`config.mk`:
```
export PLATFORM = sky130hd
export DESIGN_NAME = cmd_stream_caster_flat
export DESIGN_NICKNAME = d
export VERILOG_FILES = /design/src/rtl/cmd_stream_caster_if.sv /design/src/rtl/cmd_stream_caster.sv /design/src/flat_wrapper.sv
export SDC_FILE = /design/constraint.sdc
export NUM_CORES = 1
export LEC_CHECK = 0
export ABC_AREA = 1
export CORE_ASPECT_RATIO = 0.8
export CORE_UTILIZATION = 50
export DETAILED_ROUTE_END_ITERATION = 12
export PLACE_DENSITY_LB_ADDON = 0.3
export SLEW_MARGIN = 30
export SYNTH_ARGS = -nofsm -noshare
export SYNTH_HDL_FRONTEND = slang
export SYNTH_SLANG_ARGS = --single-unit
```
`constraint.sdc`:
```
create_clock -name clk -period 14 [get_ports clk]
set_clock_uncertainty 0.2 [all_clocks]
set_input_delay 2.1 -clock clk [delete_from_list [all_inputs] [get_ports clk]]
set_output_delay 2.1 -clock clk [all_outputs]
set_load 0.02 [all_outputs]
```
`src/rtl/cmd_stream_caster_if.sv`:
```
// cmd_stream_caster_if: byte-in / record-out handshake bundle of cmd_stream_caster.
// Ports: in_data/in_kind/in_valid/in_ready carry the wire-format byte stream,
// out_data/out_kind/out_sat/out_valid/out_ready carry the converted record.
// master = producer/consumer side, slave = caster side.
interface cmd_stream_caster_if #(
   parameter int OUT_INT_BITS  = 11,
   parameter int OUT_FRAC_BITS = 14,
   parameter int COLOR_BITS    = 4
);
   localparam int W      = OUT_INT_BITS + OUT_FRAC_BITS;
   localparam int TRI_W  = 9 * W + 9 * COLOR_BITS;
   localparam int MI_W   = 8 + 12 * W;
   localparam int DATA_W = (TRI_W > MI_W) ? TRI_W : MI_W;
   logic [7:0]        in_data;
   logic              in_kind;
   logic              in_valid;
   logic              in_ready;
   logic [DATA_W-1:0] out_data;
   logic              out_kind;
   logic              out_sat;
   logic              out_valid;
   logic              out_ready;
   modport master (output in_data, in_kind, in_valid, out_ready,
                   input  in_ready, out_data, out_kind, out_sat, out_valid);
   modport slave  (input  in_data, in_kind, in_valid, out_ready,
                   output in_ready, out_data, out_kind, out_sat, out_valid);
endinterface

```
`src/rtl/cmd_stream_caster.sv`:
```
// cmd_stream_caster: assembles Q16.16/RGB565 triangle or model-instance records
// from a byte stream and converts each field to OUT_INT_BITS.OUT_FRAC_BITS fixed
// point and COLOR_BITS per channel.
// Ports: clk, reset (async, active-high), bus (cmd_stream_caster_if.slave).
// Macro CMD_CAST_SATURATE_EN: saturate out-of-range fixed fields and flag out_sat;
// when undefined, fields wrap and out_sat is 0.
module cmd_stream_caster #(
   parameter int OUT_INT_BITS  = 11,
   parameter int OUT_FRAC_BITS = 14,
   parameter int COLOR_BITS    = 4
) (
   input logic clk,
   input logic reset,
   cmd_stream_caster_if.slave bus
);
   localparam int W      = OUT_INT_BITS + OUT_FRAC_BITS;
   localparam int C      = COLOR_BITS;
   localparam int VW     = 3 * C + 3 * W;
   localparam int TRI_W  = 9 * W + 9 * C;
   localparam int MI_W   = 8 + 12 * W;
   localparam int DATA_W = (TRI_W > MI_W) ? TRI_W : MI_W;
   localparam int SH     = 16 - OUT_FRAC_BITS;
   typedef enum logic [1:0] {IDLE, COLLECT, HOLD} state_t;
   state_t              state_q, state_d;
   logic [3:0]          fld_q, fld_d;
   logic [1:0]          bcnt_q, bcnt_d;
   logic [31:0]         sh_q, sh_d;
   logic                kind_q, kind_d;
   logic [DATA_W-1:0]   data_q, data_d, slot, base;
   logic [31:0]         word;
   logic signed [31:0]  shifted;
   logic [W-1:0]        fx;
   logic [3*C-1:0]      colv;
   logic                kind, acc, is_col, is_id, last_b, last_f;
   int                  lsb;
   assign word    = {sh_q[23:0], bus.in_data};
   assign shifted = $signed(word) >>> SH;
   assign colv    = {word[15 -: C], word[10 -: C], word[4 -: C]};
   // in_kind only matters on the first byte; afterwards the latched kind rules
   assign kind    = (state_q == IDLE) ? bus.in_kind : kind_q;
   assign acc     = bus.in_valid && (state_q != HOLD);
   assign is_col  = !kind && (fld_q[1:0] == 2'd0);
   assign is_id   = kind && (fld_q == 4'd0);
   assign last_b  = bcnt_q == (is_id ? 2'd0 : is_col ? 2'd1 : 2'd3);
   assign last_f  = fld_q == (kind ? 4'd12 : 4'd11);
`ifdef CMD_CAST_SATURATE_EN
   logic signed [31:0] hi;
   logic               ovf, sat_q, sat_d;
   always_comb begin
      hi    = shifted >>> (W - 1);
      ovf   = (|hi) && !(&hi);
      fx    = ovf ? (shifted[31] ? {1'b1, {(W-1){1'b0}}} : {1'b0, {(W-1){1'b1}}}) : W'(shifted);
      sat_d = sat_q;
      if (acc)
         sat_d = ((state_q != IDLE) && sat_q) || (last_b && !is_id && !is_col && ovf);
   end
   always_ff @(posedge clk or posedge reset)
      if (reset) sat_q <= 1'b0;
      else       sat_q <= sat_d;
   assign bus.out_sat = sat_q;
`else
   assign fx          = W'(shifted);
   assign bus.out_sat = 1'b0;
`endif
   always_comb begin
      // slot offsets from the top of the record: fields are packed MSB-first
      lsb     = kind ? MI_W - 8 - int'(fld_q) * W
                     : TRI_W - int'(fld_q[3:2]) * VW - 3 * C - int'(fld_q[1:0]) * W;
      slot    = is_id ? DATA_W'(word[7:0]) : is_col ? DATA_W'(colv) : DATA_W'(fx);
      base    = (state_q == IDLE) ? '0 : data_q;
      state_d = state_q;
      fld_d   = fld_q;
      bcnt_d  = bcnt_q;
      sh_d    = sh_q;
      kind_d  = kind_q;
      data_d  = data_q;
      if (acc) begin
         sh_d    = word;
         kind_d  = kind;
         data_d  = last_b ? (base | (slot << lsb)) : base;
         bcnt_d  = last_b ? 2'd0 : bcnt_q + 2'd1;
         fld_d   = last_b ? (last_f ? 4'd0 : fld_q + 4'd1) : fld_q;
         state_d = (last_b && last_f) ? HOLD : COLLECT;
      end else if ((state_q == HOLD) && bus.out_ready)
         state_d = IDLE;
   end
   always_ff @(posedge clk or posedge reset)
      if (reset) begin
         state_q <= IDLE;
         fld_q   <= '0;
         bcnt_q  <= '0;
         sh_q    <= '0;
         kind_q  <= 1'b0;
         data_q  <= '0;
      end else begin
         state_q <= state_d;
         fld_q   <= fld_d;
         bcnt_q  <= bcnt_d;
         sh_q    <= sh_d;
         kind_q  <= kind_d;
         data_q  <= data_d;
      end
   assign bus.in_ready  = state_q != HOLD;
   assign bus.out_valid = state_q == HOLD;
   assign bus.out_data  = data_q;
   assign bus.out_kind  = kind_q;
endmodule
```
`src/flat_wrapper.sv`:
```
// flat-port wrapper written by rule: the top's interface ports become plain ports
module cmd_stream_caster_flat 
#(
   parameter int OUT_INT_BITS  = 11,
   parameter int OUT_FRAC_BITS = 14,
   parameter int COLOR_BITS    = 4
)
  (clk, reset, bus_in_data, bus_in_kind, bus_in_valid, bus_out_ready, bus_in_ready, bus_out_data, bus_out_kind, bus_out_sat, bus_out_valid);
  cmd_stream_caster_if #(.OUT_INT_BITS(OUT_INT_BITS), .OUT_FRAC_BITS(OUT_FRAC_BITS), .COLOR_BITS(COLOR_BITS)) bus_i ();
  input logic clk;
  input logic reset;
  input wire logic [$bits(bus_i.in_data)-1:0] bus_in_data;
  input wire logic [$bits(bus_i.in_kind)-1:0] bus_in_kind;
  input wire logic [$bits(bus_i.in_valid)-1:0] bus_in_valid;
  input wire logic [$bits(bus_i.out_ready)-1:0] bus_out_ready;
  output wire logic [$bits(bus_i.in_ready)-1:0] bus_in_ready;
  output wire logic [$bits(bus_i.out_data)-1:0] bus_out_data;
  output wire logic [$bits(bus_i.out_kind)-1:0] bus_out_kind;
  output wire logic [$bits(bus_i.out_sat)-1:0] bus_out_sat;
  output wire logic [$bits(bus_i.out_valid)-1:0] bus_out_valid;
  assign bus_i.in_data = bus_in_data;
  assign bus_i.in_kind = bus_in_kind;
  assign bus_i.in_valid = bus_in_valid;
  assign bus_i.out_ready = bus_out_ready;
  assign bus_in_ready = bus_i.in_ready;
  assign bus_out_data = bus_i.out_data;
  assign bus_out_kind = bus_i.out_kind;
  assign bus_out_sat = bus_i.out_sat;
  assign bus_out_valid = bus_i.out_valid;
  cmd_stream_caster #(.OUT_INT_BITS(OUT_INT_BITS), .OUT_FRAC_BITS(OUT_FRAC_BITS), .COLOR_BITS(COLOR_BITS)) u_core (.clk(clk), .reset(reset), .bus(bus_i));
endmodule
```
Word level (Yosys, flattened, before mapping)
Index checks and enable logic that the tools add are counted.

storage, ports and cells
  word-level logic and storage cells = 46
  bits in registers = 336
  output and inout port bits = 312
  input port bits = 13

operators by class
  add/subtract/negate cells = 6
  equality and inequality tests = 4
  reductions and logical operators = 11
  bitwise gates (word level) = 1
  shifts and indexed selects = 1
  multiplexer cells = 14
  multiply operators = 3

operators by type and width
  cell                      number
  $mux W308                 2
  $or A308 B308 Y308        1
  $shl A308 B32 Y308        1
  $sub A10 B32 Y32 const A  2
  $mux W25                  2
  $mux W32                  1
  $sub A32 B32 Y32          1
  $sub A32 B5 Y32 const B   1
  $mux W2                   6
  $mul A2 B7 Y9 const B     1
  $mul A4 B5 Y9 const B     1
  $mul A2 B5 Y7 const B     1
  $logic_and A1 B1 Y1       5
  $add A4 B1 Y4 const B     1
  $eq A4 B4 Y1              1
  $logic_not A2 Y1          2
  $logic_not A4 Y1          1
  $mux W4                   1
  $mux W3                   1
  $add A2 B1 Y2 const B     1
  $eq A2 B2 Y1              1
  $eq A2 B2 Y1 const B      1
  $ne A2 B2 Y1 const B      1
  $reduce_and A2 Y1         1
  other kinds (3)           3

Longest topological paths before layout
  depth in word-level cells = 10
  depth in mapped cells = 27
  gate-level depth less buffers = 26

Least setup slack after synthesis
Ideal clock, no wire load.

  kind = in2reg
  start = input bus_in_kind
  end = register u_core.data_q[271], in the netlist u_core.bus.out_data[271]
  arrival time = 3667 ps
  setup slack = 10009 ps
  setup time = 124 ps
  data required time = 13676 ps
  cell stages on the path = 13
  buffers on the path = 3
  cell sequence = inv_1 nand2_1 nand2_1 buf_2 o21ai_0 nand2_1 inv_1 buf_2 buf_2 nand4_1 nor2_1 a22oi_1 nand2_1

on the way
  word-level cells in the longest chain between the ends = 8
  elaborated cells between the ends (all ways) = 13
  classes of those cells = 1 x eq/ne; 1 x shift; 7 x mux; 1 x bitwise; 3 x reduce/logical

RTL lines
  what                    line                      RTL
  start: declaration      flat_wrapper.sv:13        input wire logic [$bits(bus_i.in_kind)-1:0] bus_in_kind;
  $mux W1 (*)             cmd_stream_caster.sv:40   assign kind = (state_q == IDLE) ? bus.in_kind : kind_q;
  $logic_not A1 Y1        cmd_stream_caster.sv:42   assign is_col = !kind && (fld_q[1:0] == 2'd0);
  $logic_and A1 B1 Y1     cmd_stream_caster.sv:42
  $mux W25 (2 in a row)   cmd_stream_caster.sv:69   slot = is_id ? DATA_W'(word[7:0]) : is_col ? DATA_W'(colv) : DATA_W'(fx);
  $shl A308 B32 Y308      cmd_stream_caster.sv:80   data_d = last_b ? (base | (slot << lsb)) : base;
  $or A308 B308 Y308      cmd_stream_caster.sv:80
  $mux W308 (*)           cmd_stream_caster.sv:80
  end signal: assignment  cmd_stream_caster.sv:101  data_q <= data_d;
  end: declaration        cmd_stream_caster.sv:29   logic [DATA_W-1:0] data_q, data_d, slot, base;

Every way passes the cells marked *; elsewhere a longest branch is shown, timed or not.
A chain may end at the register's enable or synchronous reset.

Worst setup path in the final report
  start = input bus_in_kind
  end = register u_core.data_q[136], in the netlist u_core.bus.out_data[136]

The elaborated chain is that of the path after synthesis.

==> flow_summary.json <==
{
  "met2WireLength_microns": 28300,
  "rows": 61,
  "wire_length_of_the_first_global_routing_pass_microns": 101000,
  "postCtsResizedCells": 0,
  "initial_core_utilization_pct": 51.3,
  "via_count": 18500,
  "cts_hold_repair.buffers": 0,
  "status": "complete, no violations",
  "reg2reg_setup_slack_ns": 8.19,
  "nets": 2603,
  "post-route-cell-area_sq_um": 22400,
  "cells_after_synthesis": 2360,
  "crit_path_start_kind": "input pin",
  "finalMaxSlewViolations": 0,
  "synth.largest_area_cell": "dfrtp_1",
  "gp_congestion": 0.979,
  "drv.max_cap_violation_count": 0,
  "post_route_setup_tns_ns": 0,
  "die_area_sq_um": 36900,
  "die_extent_in_y_microns": 172,
  "drtIter0Drc": 2937,
  "synth_area_per_cell_sq_um": 7.65,
  "first_global_vias": 16900,
  "register_bit_count_reported_by_yosys": 336,
  "critPathRequiredTime_ns": 14.23,
  "top_routing_layer_in_use": "met4",
  "remaining_drc_errors": 0,
  "synthTopCellsByCount": "815 x nand2_1, 424 x nand3_1, 336 x dfrtp_1",
  "layout_worst_path_cycle_share_pct": 44.2,
  "numCtsBuffers": 35,
  "yosys.cell_count.top_type": "nand2_1",
  "ctsRootBufferMaster": "clkbuf_16",
  "slew_headroom_pct": 31.9,
  "coreArea_sq_um": 35200,
  "post_drt_wl_per_cell_microns": 21.8,
  "routed_wirelength_microns": 66700,
  "setup_violations": 0,
  "timing.fmax_mhz": 162,
  "hpwlAfterDp_microns": 46200,
  "synth_edf_count": 0,
  "postRouteAntennaNets": 0,
  "worst_setup_path_end_kind": "flop",
  "holdCritPathClass": "reg -> reg",
  "critical_path_arrival_ns": 6.42,
  "wl_met3_microns": 7590,
  "grt_usage_pct": 35.5,
  "htreeDepth": 2,
  "grt_antenna_before_repair": 1,
  "yosysTopAreaCellShare_pct": 46.6,
  "postPlaceCellArea_sq_um": 21200,
  "worst-r2r-cell-count": 17,
  "fin_crit_ns": 6.19,
  "synth.yosys.warnings": 0,
  "globalRouteOverflowTotal": 0,
  "via_per_inst": 6.04,
  "whs_path_depth": 2,
  "worstMarginPinSlew_ns": 1.02,
  "worst_setup_hold_path_clk_slew_ns": 0.06,
  "wl_met1_microns": 29200,
  "clock-sinks": 336,
  "post_cts.repair.setup_buffers": 0,
  "syn-num-nets": 2403,
  "synth_async_reset_ratio_pct": 100,
  "cts_tree": "done",
  "timing.hold.ws_ns": 0.278,
  "synth_cell_type_count": 56,
  "rsz0062_at_grt": "false",
  "grt_start_max_net_pins": 191,
  "timing_worst_setup_path_type": "in -> reg",
  "io-pin-count": 325,
  "terminating_pin_of_the_worst_hold_path": "u_core.bus.out_data[238]$_DFFE_PP0P_",
  "worst_r2r_startpoint": "u_core.fld_q[0]$_DFFE_PP0P_",
  "largest_driver_fanout_on_the_critical_path": 70,
  "syn2layout_area_growth_pct": 23.8,
  "fill_cell_instance_count_of_the_final_layout": 2989,
  "drtPass1Iterations": 8,
  "portBuffers": 323,
  "clock_insertion_delay_worst_skew_ns": 0.53,
  "synth.area.top_cells": "dfrtp_1 47%, nand2_1 17%, nand3_1 12%",
  "cts.path.max_buffers": 3,
  "min_from": "u_core.bus.out_data[238]$_DFFE_PP0P_",
  "die_w_microns": 215,
  "regToRegEndpoint": "u_core.bus.out_data[136]$_DFFE_PP0P_",
  "finalHoldViolations": 0,
  "ys_seq_area_share_pct": 46.6,
  "syn_area_sq_um": 18100,
  "dominantRegCellSynth": "dfrtp_1",
  "layout_cell_share_with_drive_strength_beyond_1_pct": 5.38
}
## layout make-up
class                           instances  area, sq um  share of cell area [%]
Antenna cell                            1         2.50                  0.0112
Tap cell                              472          591                    2.64
Inverter                               85          354                    1.58
Timing Repair Buffer                  339         3370                    15.1
Multi-Input combinational cell       1763         8530                    38.1
Clock inverter                         10          104                   0.464
Clock buffer                           52         1000                    4.47
Sequential cell                       336         8410                    37.6
## cells in the final DEF, fill, tap and decap left out, types with 9 or more instances in the layout
cell and n:
nor2_1 84, a21oi_1 10, o211ai_1 9, nand2_1 813
and2_1 11, dfrtp_1 336, o21ai_2 10, nand3_1 424
inv_2 11, clkdlybuf4s50_1 323, clkbuf_1 11, buf_4 11
o21ai_1 39, nand4_1 145, clkbuf_16 35, o21ai_0 110
inv_1 67, ha_1 27
## stage by stage
step	instances	setup WS, ns	util, %
2_1_floorplan	2360	2.39	-
3_3_place_gp	2995	7.46	60.3
3_5_place_dp	2995	7.40	60.3
4_1_cts	3057	7.91	63.5
5_1_grt	3057	7.56	63.5
6_report	3058	7.81	63.6
## how the worst max path moves through the flow
stage,start,endpoint,slack (ns)
6_report,bus_in_kind,u_core.bus.out_data[136]$_DFFE_PP0P_,7.81
5_1_grt,bus_in_kind,u_core.bus.out_data[136]$_DFFE_PP0P_,7.56
4_1_cts,bus_in_kind,u_core.bus.out_data[136]$_DFFE_PP0P_,7.91
3_5_place_dp,bus_in_kind,u_core.bus.out_data[136]$_DFFE_PP0P_,7.40
3_3_place_gp,bus_in_kind,u_core.bus.out_data[70]$_DFFE_PP0P_,7.46
2_1_floorplan,reset,u_core.bcnt_q[0]$_DFFE_PP0P_,2.39
## flip-flops by register name, indices dropped and copies added (netlist names)
register / count
u_core.fld_q: 4
u_core.state_q: 2
u_core.sh_q: 19
u_core.bcnt_q: 2
u_core.bus.out_data: 308
u_core.bus.out_kind: 1
## worst max-delay path, cell delays in order
cell and delay (ns):
clkdlybuf4s50_1 0.53, nand2_4 0.10, nand2_8 0.17, nand2_4 0.16
inv_4 0.19, nand2_1 0.09, a21oi_2 0.15, nand2_2 0.10
inv_2 0.14, nand2_4 0.10, nor2_8 0.44, inv_2 0.29
nor2_4 0.72, buf_4 0.75, a21boi_0 0.21, o21ai_0 0.12
## routing by layer
| metal | track usage (%) | vias up |
|---|---|---|
| met5 | 0 | - |
| met4 | 10.2 | 0 |
| met3 | 8.11 | 107 |
| met2 | 50.2 | 1084 |
| met1 | 54.0 | 9002 |
| li1 | - | 8289 |
## kinds of logic after synthesis
group           synth area share, %
buf+inv                        6.32
other cells                  0.0208
fa+ha+maj                      2.20
compound gates                 6.66
xor+xnor                      0.485
flops                          46.6
simple gates                   37.8
Power is not shown: default switching activity piles up to over one toggle a cycle in this logic, so the estimate is an artifact.
